<file path="src/rtl/line_pixel_writer.sv">
// line_pixel_writer
// Consumes pixel coordinates from a line stepper, clips them against the
// screen and writes in-bounds pixels to the framebuffer over a req/ack port.
//
// Ports:
//   clk, reset          clock and asynchronous active-high reset
//   start               one-cycle pulse, accepted only while idle
//   fb_base, color      framebuffer base byte address and pixel data (latched on start)
//   abort               early termination request (honoured at the next sample)
//   pix_x, pix_y        stepper current coordinate (unsigned)
//   line_done           stepper has no valid pixel left
//   get_pixel           one-cycle pulse advancing the stepper
//   wr_req/wr_addr/wr_data/wr_ack   memory write handshake
//   busy, done, error   status; error is sticky until the next accepted start
//   pixels_written      in-bounds writes this line (saturating)
//   pixels_clipped      out-of-bounds pixels skipped (saturating)
//
// state   | meaning
// IDLE    | waiting for start
// SAMPLE  | decide terminate / clip / write for the current stepper pixel
// WRITE   | wr_req held until wr_ack
// ADVANCE | get_pixel pulse
// SETTLE  | one cycle for the stepper outputs to update
// DONE    | one-cycle done pulse
module line_pixel_writer #(
  parameter int SCREEN_WIDTH  = 640,
  parameter int SCREEN_HEIGHT = 480,
  parameter int MAX_PIXELS    = 4096
) (
  input  logic        clk,
  input  logic        reset,
  input  logic        start,
  input  logic [31:0] fb_base,
  input  logic [31:0] color,
  input  logic        abort,
  input  logic [15:0] pix_x,
  input  logic [15:0] pix_y,
  input  logic        line_done,
  output logic        get_pixel,
  output logic        wr_req,
  output logic [31:0] wr_addr,
  output logic [31:0] wr_data,
  input  logic        wr_ack,
  output logic        busy,
  output logic        done,
  output logic        error,
  output logic [15:0] pixels_written,
  output logic [15:0] pixels_clipped
);

  typedef enum logic [2:0] {
    IDLE, SAMPLE, WRITE, ADVANCE, SETTLE, DONE
  } state_t;

  state_t      state;
  logic [31:0] base_q;
  logic [31:0] color_q;
  logic [31:0] pix_cnt;
  logic        abort_q;

  logic [31:0] x32;
  logic [31:0] y32;
  logic [31:0] lin_idx;
  logic [31:0] addr_next;
  logic        out_of_bounds;

  // Coordinates are zero-extended before the multiply so the row offset
  // never loses bits or picks up a sign; the final address wraps at 32 bits.
  assign x32           = {16'b0, pix_x};
  assign y32           = {16'b0, pix_y};
  assign lin_idx       = y32 * 32'(SCREEN_WIDTH) + x32;
  assign addr_next     = base_q + (lin_idx << 2);
  assign out_of_bounds = (x32 >= 32'(SCREEN_WIDTH)) || (y32 >= 32'(SCREEN_HEIGHT));

  always_ff @(posedge clk or posedge reset) begin
    if (reset) begin
      state          <= IDLE;
      base_q         <= '0;
      color_q        <= '0;
      pix_cnt        <= '0;
      abort_q        <= 1'b0;
      get_pixel      <= 1'b0;
      wr_req         <= 1'b0;
      wr_addr        <= '0;
      wr_data        <= '0;
      busy           <= 1'b0;
      done           <= 1'b0;
      error          <= 1'b0;
      pixels_written <= '0;
      pixels_clipped <= '0;
    end else begin
      get_pixel <= 1'b0;
      done      <= 1'b0;
      // abort seen while a write is in flight is remembered for the next sample
      if (state != IDLE && abort) abort_q <= 1'b1;

      case (state)
        IDLE: begin
          if (start) begin
            base_q         <= fb_base;
            color_q        <= color;
            pix_cnt        <= '0;
            abort_q        <= 1'b0;
            error          <= 1'b0;
            pixels_written <= '0;
            pixels_clipped <= '0;
            busy           <= 1'b1;
            state          <= SAMPLE;
          end
        end

        SAMPLE: begin
          if (abort || abort_q || line_done) begin
            done  <= 1'b1;
            state <= DONE;
          end else if (pix_cnt == 32'(MAX_PIXELS)) begin
            error <= 1'b1;
            done  <= 1'b1;
            state <= DONE;
          end else begin
            pix_cnt <= pix_cnt + 32'd1;
            if (out_of_bounds) begin
              if (pixels_clipped != 16'hFFFF) pixels_clipped <= pixels_clipped + 16'd1;
              get_pixel <= 1'b1;
              state     <= ADVANCE;
            end else begin
              wr_addr <= addr_next;
              wr_data <= color_q;
              wr_req  <= 1'b1;
              state   <= WRITE;
            end
          end
        end

        WRITE: begin
          if (wr_ack) begin
            wr_req    <= 1'b0;
            if (pixels_written != 16'hFFFF) pixels_written <= pixels_written + 16'd1;
            get_pixel <= 1'b1;
            state     <= ADVANCE;
          end
        end

        ADVANCE: state <= SETTLE;

        SETTLE: state <= SAMPLE;

        DONE: begin
          busy  <= 1'b0;
          state <= IDLE;
        end

        default: state <= IDLE;
      endcase
    end
  end

endmodule

</file>
<file path="config.mk">
export PLATFORM = sky130hd
export DESIGN_NAME = line_pixel_writer
export DESIGN_NICKNAME = d
export VERILOG_FILES = /design/src/rtl/line_pixel_writer.sv
export SDC_FILE = /design/constraint.sdc
export NUM_CORES = 1
export LEC_CHECK = 0
export BUFFER_PORTS_ARGS = -buffer_cell sky130_fd_sc_hd__buf_4
export CAP_MARGIN = 0
export CORE_ASPECT_RATIO = 1.5
export CORE_MARGIN = 5
export CORE_UTILIZATION = 33
export CTS_CLUSTER_SIZE = 24
export DETAILED_ROUTE_END_ITERATION = 8
export SYNTH_ARGS = -nofsm -noshare
export SYNTH_HDL_FRONTEND = slang
export SYNTH_SLANG_ARGS = --single-unit
</file>
<file path="constraint.sdc">
create_clock -name clk -period 5.93 [get_ports clk]
set_input_delay 0.2965 -clock clk [delete_from_list [all_inputs] [get_ports clk]]
set_output_delay 0.2965 -clock clk [all_outputs]
set_load 0.1 [all_outputs]
</file>
* Word-level counts from Yosys, hierarchy flattened *
Cells that the tools add are included.

word-level totals
  register bits after elaboration = 201
  output and inout bits = 101
  logic and storage cells = 102

operators by class
  $add $sub $neg = 5
  $mul = 1
  order comparisons = 2
  eq/ne operators = 17
  multiplexer cells = 41
  bitwise operators = 3
  reductions and logical operators = 19

operators with widths
  cell                                                                 number
  two-way mux 16 bit                                                   7
  two-way mux 32 bit                                                   3
  case mux 16 bit (2 select lines)                                     2
  case mux 32 bit (2 select lines)                                     1
  adder 16 x 1 -> 16 bit, second input constant                        2
  adder 32 x 1 -> 32 bit, second input constant                        1
  adder 32 x 29 -> 32 bit                                              1
  == test 32 x 13 -> 1 bit, second input constant                      1
  inequality test 16 bit, second input constant                        2
  adder 26 x 16 -> 27 bit                                              1
  multiplier 16 x 3 -> 19 bit, second input constant                   1
  two-way mux 1 bit                                                    19
  inequality test 2 bit, second input constant                         9
  greater-or-equal comparator 16 x 10 -> 1 bit, second input constant  1
  greater-or-equal comparator 16 x 9 -> 1 bit, second input constant   1
  AND reduction 4 bit                                                  4
  case mux 3 bit (5 select lines)                                      1
  two-way mux 3 bit                                                    4
  case mux 1 bit (2 select lines)                                      4
  nonzero test 2 bit                                                   4
  == test 3 x 2 -> 1 bit, second input constant                        2
  == test 3 bit, second input constant                                 2
  AND reduction 2 bit                                                  3
  AND reduction 6 bit                                                  1
  other kinds (7)                                                      11

* Logic depth before layout (Yosys ltp) *
  depth in word-level cells = 6
  depth in mapped cells = 23
  gate-level depth less buffers = 23

* Least setup slack after synthesis *
Ideal clock, no wire load.

  kind = input to register
  start = input pix_y[1]
  end = register wr_addr[31]
  setup time = 129 ps
  arrival = 4267 ps
  slack = 1534 ps
  cell stages on the path = 21
  path buffers = 0
  cells stage by stage = ha_1 -> ha_1 -> inv_1 -> fa_1 -> inv_1 -> ha_1 -> o21a_1 -> a21o_1 -> a21o_1 -> a31oi_1 -> nor3_1 -> xor2_1 -> ha_1 -> a211o_1 -> a21oi_1 -> inv_1 -> a2111oi_4 -> o31ai_1 -> o2111ai_1 -> xor2_1 -> o21ai_1

on the way
  cells in the longest elaborated chain, start to end = 4

ends and longest elaborated chain
  item                                                                             line  source
  start: declaration                                                               37    input logic [15:0] pix_y,
  parallel branches: the longest is 4 deep, another holds adder 32 x 29 -> 32 bit  n/a
  end signal: assignment                                                           127   wr_addr <= addr_next;
  end: declaration                                                                 41    output logic [31:0] wr_addr,

Parallel ways; which one is timed is not known.
A chain may end at the register's enable or synchronous reset.

* Worst setup path after layout *
  start = input pix_y[1]
  end = register wr_addr[28]

Same word-level chain as after synthesis.

==> run summary <==
status: finished clean
Slew Limit Headroom: 0.4192
layout cell share with drive strength beyond 1: 0.2340
worst hold path type: primary input to flop
Async SR Flop Fraction: 1.000
Worst Tran Pin Value: 0.8712 ns
clock skew: 0.008470 ns
crit path buf inv count: 3
IO Count: 203
Worst Setup SP: pix_y[1]
CTS tree: done
initial core utilization: 0.3351
Post-DP HPWL: 23.16 mm
Pwr Density: 373.9 mW/mm^2
data required time of the worst path: 6.29 ns
mean number of vias per cell: 5.036
static leakage: 6.888 nW
Net Count, Synth: 1331
cell mode on critical path: ha_1
largest net degree at the start of global routing: 82
area of the multi-input gates: 0.005953 sq mm
final WL: 30.89 mm
Reg2Reg Launch Point: pix_cnt[0]$_DFFE_PP0P_
clock root buffer: clkbuf_16
setup TNS: 0 ns
gr usage total: 0.1604
antenna viol nets, final: 0
grt ovf: 0
via count: 9205
fin crit period: 4.442 ns
die width: 160.7 um
Longest Clk Path Bufs: 3
Worst Path Max Fanout: 5
Main synth FF type: dfrtp_1
Design Area, Final: 0.01439 sq mm
Die ar.: 0.03794 sq mm
slowest stage delay, CP: 0.60 ns
latest clock arrival within the worst-skew pair: 0.51 ns
Layout fillers: 3257
number of global-route vias before repair: 9711
nature of the critical path endpoint: flop
Fin Hold WS: 0.02497 ns
fin. max-slew vios: 0
Post-synth EDFFs: 0
placed cell areas: 0.01322 sq mm
startpoint type of the worst setup path: primary input
crit path DAT: 4.81 ns
fin util: 0.4288
path depth of the worst reg2reg path: 12
Synth area leaders: dfrtp_1 (45%), ha_1 (8.0%), nand2_1 (6.5%)
area leader, netlist: dfrtp_1
Worst path top cell family by delay: compound AO/OA/AOI/OAI gates
CTS HTree Levels: 1
Cells after Synth: 1154
synthesized flop and latch total: 201
Final Instance Count excl. Fillers: 1828
synthesized area: 0.01124 sq mm
DRC Markers: 0
row count: 82
WP depth: 21
initial antenna violation count: 2
clk slew on worst S/H paths: 0.06 ns
post-synthesis cell type count: 68
first-pass detailed-route iteration total: 6
WS Path Type: primary input to flop
cells along the critical path: buf_4 > ha_1 > ha_1 > inv_1 > fa_1 > inv_1 > ha_1 > o21a_1 > o21a_1 > o21ai_0 > a2111oi_2 > xnor2_1 > ha_1 > nand2_1 > nor2_1 > a211oi_1 > o221ai_1 > a21o_1 > a211oi_1 > mux2i_1 > o311ai_0
Seq/Total Area, Yosys: 0.4474
Final Hold Violating Endpoints: 0
cts bufs inserted: 22
Mapped Avg Cell Area: 9.743 sq um
Synth top area share: 0.4474
Achievable Freq: 225.1 MHz
worst r2r dst: wr_addr[13]$_DFFE_PP0P_
final worst path period share: 0.7490
reg2reg setup slack: 2.59 ns
port bufs: 202
RSZ-0062 raised after global routing: no
Final WS setup: 1.488 ns
synth warn: 0
Core Area: 0.03355 sq mm
peak supply drop: 0.0001773 V
first-pass GRT wire length: 50.29 mm
Placed Cells incl. Taps: 1747
Power, Total: 5.380 mW
Layout Nets: 1568
register area: 0.005030 sq mm
max-cap violations: 0
Die Height: 236.1 um
routed len/inst: 16.90 um
1st-iter DRT viols: 434
GP Congestion: 0.8566
Final setup viols: 0
Sink Count: 201
worst setup path end: wr_addr[28]$_DFFE_PP0P_
Syn-to-layout area delta: 27.97%
dpl ws: 0.9443 ns
CP max stage cell: a2111oi_2
worst reg2reg max path, cell delays in order, from the launching register on:
cell	delay, ns
dfrtp_1	0.44
inv_1	0.08
ha_1	0.14
nor4b_1	0.38
nand4_1	0.25
nor2_1	0.23
nor2b_1	0.07
buf_4	0.20
nand2_4	0.51
buf_4	0.53
nor3b_1	0.11
a21oi_1	0.13
o311ai_0	0.13
registers in the layout (all words and copies together), names as in the netlist:
register	count
busy	1
pixels_clipped	16
state	3
wr_addr	32
done	1
wr_req	1
abort_q	1
pix_cnt	32
get_pixel	1
base_q	32
wr_data	32
color_q	32
pixels_written	16
error	1
cell type report:
type,count,area share
inverters,32,0.008870
clock buffers,32,0.04653
repair buffers,251,0.1379
flip-flops and latches,201,0.3496
multi-input cells,883,0.4138
clock inverters,7,0.006435
diodes,2,0.0003479
well taps,420,0.03653
how the worst min path moves through the flow:
stage,from,to,slack [ns],depth (start not counted)
6_report,fb_base[12],base_q[12]$_DFFE_PP0P_,0.02,2
4_1_cts,color[18],color_q[18]$_DFFE_PP0P_,0.00006,2
3_3_place_gp,reset,wr_data[21]$_DFFE_PP0P_,0.40,2
3_5_place_dp,reset,wr_data[21]$_DFFE_PP0P_,0.41,2
2_1_floorplan,start,abort_q$_DFF_PP0_,0.39,1
5_1_grt,fb_base[15],base_q[15]$_DFFE_PP0P_,0.002,2
power breakdown:
group          switching [mW]  internal (mW)  leakage (nW)  total [mW]
registers               0.162           1.63          2.66        1.79
logic                    1.18          0.971          3.85        2.15
clock network           0.568          0.871         0.379        1.44
Yosys cell counts, types with 19 or more instances:
master / n
clkbuf_1: 19
mux2_2: 64
nand2_1: 194
xnor2_1: 33
xor2_1: 55
dfrtp_1: 201
o21ai_0: 61
inv_1: 32
a21o_1: 19
ha_1: 72
nand4_1: 27
a21oi_1: 52
nand3_1: 34
nor2_1: 84
routing by layer:
| layer | vias up | part of all wire | track usage |
|---|---|---|---|
| met5 | - | 0 | 0 |
| met4 | 0 | 0.042 | 0.06958 |
| met3 | 63 | 0.036 | 0.02270 |
| met2 | 159 | 0.54 | 0.3074 |
| met1 | 4460 | 0.38 | 0.1732 |
| li1 | 4523 | - | - |
cells in the final DEF (no fill, tap or decap), drive strengths merged, types with 5 or more instances in the layout:
cell type    netlist  routed
nor3              18      18
nor2b             13      13
o21a              11      11
nand4             27      27
dlygate4sd3        0      40
a2111oi            5       5
o31ai              7       7
and3              11      11
nand2b             7       7
buf               19     211
nor2              84      84
inv               32      33
nor3b              7       7
o21ai             69      69
a211oi             5       5
a21oi             52      52
ha                72      72
nor4b              5       5
and2               5       5
o211ai             6       6
dfrtp            201     201
or3                7       7
nor4              13      13
clkbuf            19      32
xor2              55      55
and4               6       6
xnor2             33      33
nand2            194     194
mux2              64      64
a21o              19      19
nand3             34      34
cell families after synthesis:
family / after synthesis / synth area share
XOR/XNOR: 88 / 0.06855
AND/OR/NAND/NOR: 442 / 0.1860
flip-flops: 201 / 0.4474
buffers and inverters: 70 / 0.02504
other: 1 / 0.0003335
AO/OA/AOI/OAI: 210 / 0.1205
multiplexers: 67 / 0.06677
adder cells (fa/ha/maj): 75 / 0.08547
repair_timing:
action	CTS	global route
endpoints found under the hold margin	118	0
hold buffers	40	0
setup buffers	0	0
resized for setup	0	0
Note: power is estimated with default switching activity, not from simulation.
